--- src/rtl/gemma_acc_pkg.sv ---
// Shared constants and helpers for the accumulator output path.
// Holds the int8 limits, lane count and datapath widths used by the requant/pack stages.
package gemma_acc_pkg;

    localparam int INT8_MAX  = 127;
    localparam int INT8_MIN  = -128;
    localparam int OUT_LANES = 4;
    localparam int SHIFT_W   = 5;
    localparam int SCALE_W   = 16;
    localparam int PROD_W    = 49;

    typedef logic signed [PROD_W-1:0] prod_t;

    // Clamp a wide signed value into the int8 range and return its two's complement byte.
    function automatic logic [7:0] satInt8(input prod_t v);
        logic [7:0] result;
        if (v > prod_t'(INT8_MAX)) begin
            result = 8'(INT8_MAX);
        end else if (v < prod_t'(INT8_MIN)) begin
            result = 8'(INT8_MIN);
        end else begin
            result = v[7:0];
        end
        return result;
    endfunction

endpackage

--- src/rtl/output_requant_lane.sv ---
// Multiply / round / shift / saturate stages (S1 and S2) of the output requantizer.
// Optional round-half-up is enabled by defining OUTPUT_REQUANT_ROUND_EN; otherwise the shift truncates.
module output_requant_lane
    import gemma_acc_pkg::*;
(
    input  logic                clk,
    input  logic                rst,
    input  logic                en_i,
    input  logic                valid_i,
    input  logic signed [31:0]  data_i,
    input  logic                last_i,
    input  logic [SCALE_W-1:0]  scale_i,
    input  logic [SHIFT_W-1:0]  shift_i,
    output logic                valid_o,
    output logic [7:0]          byte_o,
    output logic                last_o,
    output logic                busy_o
);

    logic       s1Valid_q;
    logic       s1Last_q;
    prod_t      s1Prod_q;
    prod_t      prod_d;
    prod_t      dataExt;
    prod_t      scaleExt;

    logic       s2Valid_q;
    logic       s2Last_q;
    logic [7:0] s2Byte_q;
    logic [7:0] s2Byte_d;

    prod_t      rnd;
    prod_t      sum;
    prod_t      shifted;

    // Scale is unsigned, so it is zero-extended before the signed multiply.
    always_comb begin
        dataExt  = prod_t'(data_i);
        scaleExt = prod_t'({1'b0, scale_i});
        prod_d   = dataExt * scaleExt;
    end

    always_comb begin
`ifdef OUTPUT_REQUANT_ROUND_EN
        rnd = (shift_i != '0) ? (prod_t'(1) << (shift_i - SHIFT_W'(1))) : '0;
`else
        rnd = '0;
`endif
        sum      = s1Prod_q + rnd;
        shifted  = sum >>> shift_i;
        s2Byte_d = satInt8(shifted);
    end

    always_ff @(posedge clk or posedge rst) begin
        if (rst) begin
            s1Valid_q <= 1'b0;
            s1Last_q  <= 1'b0;
            s1Prod_q  <= '0;
            s2Valid_q <= 1'b0;
            s2Last_q  <= 1'b0;
            s2Byte_q  <= '0;
        end else if (en_i) begin
            s1Valid_q <= valid_i;
            s1Last_q  <= valid_i & last_i;
            s1Prod_q  <= prod_d;
            s2Valid_q <= s1Valid_q;
            s2Last_q  <= s1Last_q;
            s2Byte_q  <= s2Byte_d;
        end
    end

    assign valid_o = s2Valid_q;
    assign byte_o  = s2Byte_q;
    assign last_o  = s2Last_q;
    assign busy_o  = s1Valid_q | s2Valid_q;

endmodule

--- src/rtl/output_requant_packer.sv ---
// Requantizes a stream of int32 results to int8 and packs four lanes per 32-bit output word.
// Rounding mode is selected at build time by OUTPUT_REQUANT_ROUND_EN (see output_requant_lane).
module output_requant_packer
    import gemma_acc_pkg::*;
#(
    parameter int LANES = OUT_LANES
)
(
    input  logic                   clk,
    input  logic                   rst,
    input  logic                   in_valid,
    output logic                   in_ready,
    input  logic [31:0]            in_data,
    input  logic                   in_last,
    input  logic [SCALE_W-1:0]     scale,
    input  logic [SHIFT_W-1:0]     shift,
    output logic                   out_valid,
    input  logic                   out_ready,
    output logic [8*LANES-1:0]     out_data,
    output logic [LANES-1:0]       out_strb,
    output logic                   out_last,
    output logic                   busy
);

    localparam int IDX_W = $clog2(LANES);
    typedef logic [IDX_W-1:0] idx_t;

    logic               adv;
    logic               s2Valid;
    logic               s2Last;
    logic [7:0]         s2Byte;
    logic               laneBusy;

    idx_t               idx_q, idx_d;
    logic [8*LANES-1:0] partWord_q, partWord_d;
    logic [LANES-1:0]   partStrb_q, partStrb_d;
    logic [8*LANES-1:0] mergedWord;
    logic [LANES-1:0]   mergedStrb;

    logic               outValid_q, outValid_d;
    logic [8*LANES-1:0] outData_q, outData_d;
    logic [LANES-1:0]   outStrb_q, outStrb_d;
    logic               outLast_q, outLast_d;

    // A single advance signal freezes the whole pipeline whenever the output word is stuck.
    assign adv      = !outValid_q | out_ready;
    assign in_ready = adv;

    output_requant_lane u_lane (
        .clk     (clk),
        .rst     (rst),
        .en_i    (adv),
        .valid_i (in_valid),
        .data_i  (in_data),
        .last_i  (in_last),
        .scale_i (scale),
        .shift_i (shift),
        .valid_o (s2Valid),
        .byte_o  (s2Byte),
        .last_o  (s2Last),
        .busy_o  (laneBusy)
    );

    always_comb begin
        mergedWord                      = partWord_q;
        mergedWord[{idx_q, 3'b000} +: 8] = s2Byte;
        mergedStrb                      = partStrb_q | (LANES'(1) << idx_q);
    end

    // Packer: a word closes on the final lane or on a tile boundary, then the partial state restarts.
    always_comb begin
        idx_d      = idx_q;
        partWord_d = partWord_q;
        partStrb_d = partStrb_q;
        outValid_d = outValid_q;
        outData_d  = outData_q;
        outStrb_d  = outStrb_q;
        outLast_d  = outLast_q;
        if (adv) begin
            outValid_d = 1'b0;
            if (s2Valid) begin
                if ((idx_q == idx_t'(LANES - 1)) || s2Last) begin
                    outValid_d = 1'b1;
                    outData_d  = mergedWord;
                    outStrb_d  = mergedStrb;
                    outLast_d  = s2Last;
                    partWord_d = '0;
                    partStrb_d = '0;
                    idx_d      = '0;
                end else begin
                    partWord_d = mergedWord;
                    partStrb_d = mergedStrb;
                    idx_d      = idx_q + idx_t'(1);
                end
            end
        end
    end

    always_ff @(posedge clk or posedge rst) begin
        if (rst) begin
            idx_q      <= '0;
            partWord_q <= '0;
            partStrb_q <= '0;
            outValid_q <= 1'b0;
            outData_q  <= '0;
            outStrb_q  <= '0;
            outLast_q  <= 1'b0;
        end else begin
            idx_q      <= idx_d;
            partWord_q <= partWord_d;
            partStrb_q <= partStrb_d;
            outValid_q <= outValid_d;
            outData_q  <= outData_d;
            outStrb_q  <= outStrb_d;
            outLast_q  <= outLast_d;
        end
    end

    assign out_valid = outValid_q;
    assign out_data  = outData_q;
    assign out_strb  = outStrb_q;
    assign out_last  = outLast_q;
    assign busy      = laneBusy | (|partStrb_q) | outValid_q;

endmodule

--- config.mk ---
export PLATFORM = sky130hd
export DESIGN_NAME = output_requant_packer
export DESIGN_NICKNAME = d
export VERILOG_FILES = /design/src/rtl/gemma_acc_pkg.sv /design/src/rtl/output_requant_lane.sv /design/src/rtl/output_requant_packer.sv
export SDC_FILE = /design/constraint.sdc
export NUM_CORES = 2
export LEC_CHECK = 0
export CAP_MARGIN = 20
export CELL_PAD_IN_SITES_DETAIL_PLACEMENT = 1
export CELL_PAD_IN_SITES_GLOBAL_PLACEMENT = 2
export CORE_UTILIZATION = 30
export CTS_CLUSTER_SIZE = 14
export DETAILED_ROUTE_END_ITERATION = 8
export MAX_ROUTING_LAYER = met4
export PLACE_DENSITY_LB_ADDON = 0.1
export REMOVE_ABC_BUFFERS = 1
export SYNTH_ARGS = -nofsm -noshare
export SYNTH_HDL_FRONTEND = slang
export SYNTH_SLANG_ARGS = --single-unit
--- constraint.sdc ---
create_clock -name clk -period 5.8 [get_ports clk]
set_clock_uncertainty 0.2 [all_clocks]
set_input_delay 1.45 -clock clk [delete_from_list [all_inputs] [get_ports clk]]
set_output_delay 1.45 -clock clk [all_outputs]
set_load 0.05 [all_outputs]
# Word-level counts from Yosys, hierarchy flattened

Cells that the tools add are included.

Word-level logic and storage cells: 42
Output and inout bits: 40
Register bits: 137

$add $sub $neg: 2
Shift operators: 4
$mul: 1
Equality and inequality tests: 1
Muxes and demuxes: 8
Reductions and logical operators: 5
Bitwise logic cells: 6
Order comparisons: 2

Operators with widths:

| operator               | count |
|---|---|
| $gt 49x8->1 const B    | 1 |
| $lt 49x8->1 const B    | 1 |
| $mul 32x17->49         | 1 |
| $sshr 49x5->49         | 1 |
| $bwmux 32              | 1 |
| $mux 32                | 1 |
| $shift 8x7->32 const A | 1 |
| $shiftx 8x7->32        | 1 |
| $mux 8                 | 2 |
| $neg 5->7              | 1 |
| $mux 4                 | 1 |
| $or 1x1->1             | 4 |
| $or 4x4->4             | 1 |
| $reduce_or 4->1        | 1 |
| $shl 1x2->4 const A    | 1 |
| $reduce_and 3->1       | 1 |
| $add 2x1->2 const B    | 1 |
| $eq 2x2->1 const B     | 1 |
| $mux 1                 | 2 |
| $mux 2                 | 1 |
| $reduce_and 2->1       | 1 |
| $and 1x1->1            | 1 |
| $logic_not 1->1        | 1 |
| $logic_or 1x1->1       | 1 |

# Depth between registers and ports, before layout

Depth in word-level cells: 4
Depth in mapped cells: 24
Mapped depth without buffers: 23

# By module

From an unflattened synthesis, not the netlist that was laid out.

Cells, all modules: 3027
Area, all modules: 28523.6 um^2

By module, submodules not included:

| module                | instances | cells each | area each (um^2) |
|---|---|---|---|
| output_requant_lane   | 1         | 2699       | 24926.4 |
| output_requant_packer | 1         | 328        | 3597.2 |

# Worst setup path after synthesis

OpenSTA, ideal clock, no wires.

Path type: input to register
From: input scale[2]
To: register u_lane.s1Prod_q[47]
Setup time: 0.104 ns
Cell stages on the path: 22
Setup slack: -1.831 ns
Required time: 5.496 ns
Arrival: 7.327 ns
Cells stage by stage: clkbuf_1 -> and2_1 -> fa_1 -> inv_1 -> fa_1 -> fa_1 -> fa_1 -> inv_1 -> fa_1 -> inv_1 -> fa_1 -> inv_1 -> ha_1 -> and3_1 -> nand3_1 -> a211oi_1 -> o211ai_1 -> a21o_1 -> a2111oi_1 -> o21ai_0 -> o21ba_2 -> o311ai_1

Word-level cells in the longest chain between the ends: 1

Ends and longest elaborated chain:

| what                 | line                        | source |
|---|---|---|
| from (decl)          | output_requant_packer.sv:15 | `input logic [SCALE_W-1:0] scale,` |
| $mul 32x17->49       | output_requant_lane.sv:40   | `prod_d = dataExt * scaleExt;` |
| to (signal assigned) | output_requant_lane.sv:65   | `s1Prod_q <= prod_d;` |
| to (decl)            | output_requant_lane.sv:22   | `prod_t s1Prod_q;` |

No other way between the ends.
A chain may end at the register's enable or synchronous reset.

# Worst setup path in the final report

From: input scale[5]
To: register u_lane.s1Prod_q[47]

Same word-level chain as after synthesis.

==> results.ini <==
[sta]
maxSlewViolCount=0
rsz0062_at_grt=true
layout_setup_ws_ns=-1.41
hold_violations=0
setup_tns_ns=-38.20
relSlewSlack_pct=45.2
tightestPinTransition_ns=0.812
setup_violations=40
hold_ws_ns=0.280
period_share_pct=124
post-route-min-period_ns=7.21
max_freq_mhz=139

[critical_path]
end_kind=flip-flop
path_max_fanout=7
arrival_ns=7.35
worstPathRequired_ns=5.94
critPathKind=in -> reg
start_kind=primary input

[final_layout]
finalInstanceArea_um2=36400
area_growth_pct=29.0
drive_gt1_share_pct=27.3
post-route-util_pct=39.0
nets=4162
n_fill_cell=10600
n_antenna_cell=0

[logic_synthesis]
synth_compound_area_share_pct=9.10
ys_warn_count=0
synth-simple-area-share_pct=16.1
syn-instance-count=3093
synth_fa_ha_area_share_pct=40.3
synth-seq-area-share_pct=12.2
synth_top_area_share_pct=34.7
synth_xor_area_share_pct=0.932
synth.distinct_cells=86
ys_seq_elements=137
muxShareOfSynthArea_pct=10.1
yosysTopAreaCell=fa_1
syn_area_per_cell_um2=9.12
synth_edf_count=0
syn_area_um2=28200
synthTopCellsByArea=fa_1, dfrtp_1, inv_1
async_reset_ff_share_pct=100
synth_top_family_by_area=adder cells
synth_ff_type=dfrtp_1

[detailed_routing]
wl_per_cell_um=20.1
first_pass_iters=5
vias_per_cell=4.84
drtIter0Drc=925
routed_wl_mm=95.4
final_antenna_net_count=0
vias=23000
drc=0

[job]
maxCapViolCount=0

[clocking]
h-tree-depth=4
cts_sinks=137
cts_tree=done
insertion_delay_ns=0.44
clkTransAtPathRegs_ns=0.06
cts_root_buf=clkbuf_16
clock_path_buffers=2
cts_buffers=17

[die]
die-area_um2=95200
io_pins=98
std_cell_rows=112
start_util_pct=30.3
die_height_um=309
core_area_um2=93200
dieWidth_um=309

[grt]
grt_max_degree=79
grtUsageTotal_pct=21.3
gr-total-overflow=0
antenna_found_initial=0
grt_pass1_wl_mm=154
grt_pass1_vias=26300

[place]
placed_area_um2=32800
place.gp.congestion=0.868
numPortBuffers=97
hpwl_mm=76.3

[run_status]
status=finished with violations
violations=negative setup slack

[hold_path]
hold_path_class=reg -> reg

[placed cells by master, fill, tap and decap left out, types with 13 or more instances in the layout]
master	netlist	routed
buf_2	34	16
a221oi_1	39	37
o211ai_1	14	14
nand3_1	20	15
inv_1	612	565
nand2_1	422	398
a21oi_2	1	24
a21o_1	18	16
and2_1	239	197
nand2_2	0	20
mux2_2	29	29
fa_2	0	41
ha_1	125	90
a21oi_1	92	62
mux2i_1	67	67
o21ai_1	5	17
inv_2	1	46
nor3_1	22	18
fa_1	489	448
dfrtp_1	137	137
o21ai_2	0	13
buf_8	0	15
buf_4	13	358
buf_12	3	32
mux4_2	66	66
and2_4	0	42
a22o_1	33	33
nor2_1	158	150
clkbuf_16	0	17
ha_4	0	33
o21ai_0	67	36
buf_6	3	72
clkdlybuf4s50_1	0	46
[critical path, stage by stage]
cell	delay [ns]
buf_8	0.10
buf_12	0.14
buf_4	0.14
and2_1	0.15
fa_1	0.55
inv_2	0.05
fa_2	0.53
fa_1	0.44
inv_2	0.10
fa_1	0.43
fa_1	0.49
inv_1	0.05
fa_1	0.47
inv_1	0.06
ha_4	0.27
and3_4	0.21
nand3_4	0.09
nor2_4	0.09
buf_4	0.10
o211ai_1	0.12
a21o_4	0.28
a2111oi_4	0.35
buf_4	0.19
o21ai_4	0.07
o21ba_4	0.23
o311ai_4	0.20
[cells in the mapped netlist, drive strengths merged (14+ instances only)]
cell type	n
a211oi	19
a21o	18
a21oi	93
a221oi	39
a22o	33
and2	239
buf	61
clkbuf	133
dfrtp	137
fa	489
ha	125
inv	613
mux2	31
mux2i	68
mux4	78
nand2	422
nand3	20
nor2	158
nor3	22
o211ai	14
o21ai	72
xnor2	20
[per-stage QoR]
step / instances / setup slack, ns
2_1_floorplan: 2899 / -1.74
3_3_place_gp: 4610 / -2.62
3_5_place_dp: 4610 / -2.70
4_1_cts: 4739 / -1.37
5_1_grt: 4757 / -1.58
6_report: 4757 / -1.41
[what timing repair did]
action,CTS,global route
cloned,15,0
buffers inserted,87,25
hold buffers,0,0
resized for setup,512,145
endpoints found under the setup margin,41,41
pin swaps,225,131
[metal layers]
| layer | track usage, % | wire (um) | vias to the layer above |
|---|---|---|---|
| li1 | - | - | 10600 |
| met3 | 1.04 | 1580 | 60 |
| met5 | - | 0 | - |
| met1 | 28.1 | 44100 | 12100 |
| met4 | 3.55 | 1440 | 0 |
| met2 | 36.7 | 48300 | 303 |
[registers in the layout (all words and copies together), names as in the netlist, 2 cells and up]
signal           flops
u_lane.s1Prod_q     49
out_data            32
partWord_q          32
u_lane.byte_o        8
out_strb             4
partStrb_q           4
idx_q                2
[cell families (layout without fill, tap and decap cells)]
| kind of cell | Yosys count | after routing |
|---|---|---|
| AO/OA/AOI/OAI | 375 | 375 |
| multiplexers | 177 | 177 |
| adder cells (fa/ha/maj) | 614 | 614 |
| buffers and inverters | 810 | 1220 |
| AND/OR/NAND/NOR | 950 | 950 |
| XOR/XNOR | 30 | 30 |
| flip-flops | 137 | 137 |
[area by class of cell]
class / instances / area [um^2] / share of cell area [%]
clock buffer: 17 / 425 / 1.17
inverter: 616 / 2320 / 6.38
tap: 1254 / 1570 / 4.31
clock inverter: 15 / 199 / 0.547
sequential: 137 / 3430 / 9.42
multi-input combinational: 2146 / 23000 / 63.2
timing repair buffer: 572 / 5440 / 15.0
[path summary, 6_finish.rpt]
kind	start	endpoint	slack (ns)	cells past startpoint
setup reg to reg	u_lane.s1Prod_q[37]	u_lane.byte_o[5]	2.18	9
hold reg to reg	u_lane.s1Prod_q[0]	u_lane.s1Prod_q[0]	0.28	2
min in group asynchronous	rst	out_data[15]	1.29	2
setup / recovery	scale[5]	u_lane.s1Prod_q[47]	-1.41	26
hold / removal	u_lane.s1Prod_q[0]	u_lane.s1Prod_q[0]	0.28	2
max in group asynchronous	rst	u_lane.s1Prod_q[41]	3.08	3
Power is left out: the tool's default activity adds up to more than one toggle a clock period on the data nets, which glitch-free logic cannot reach.
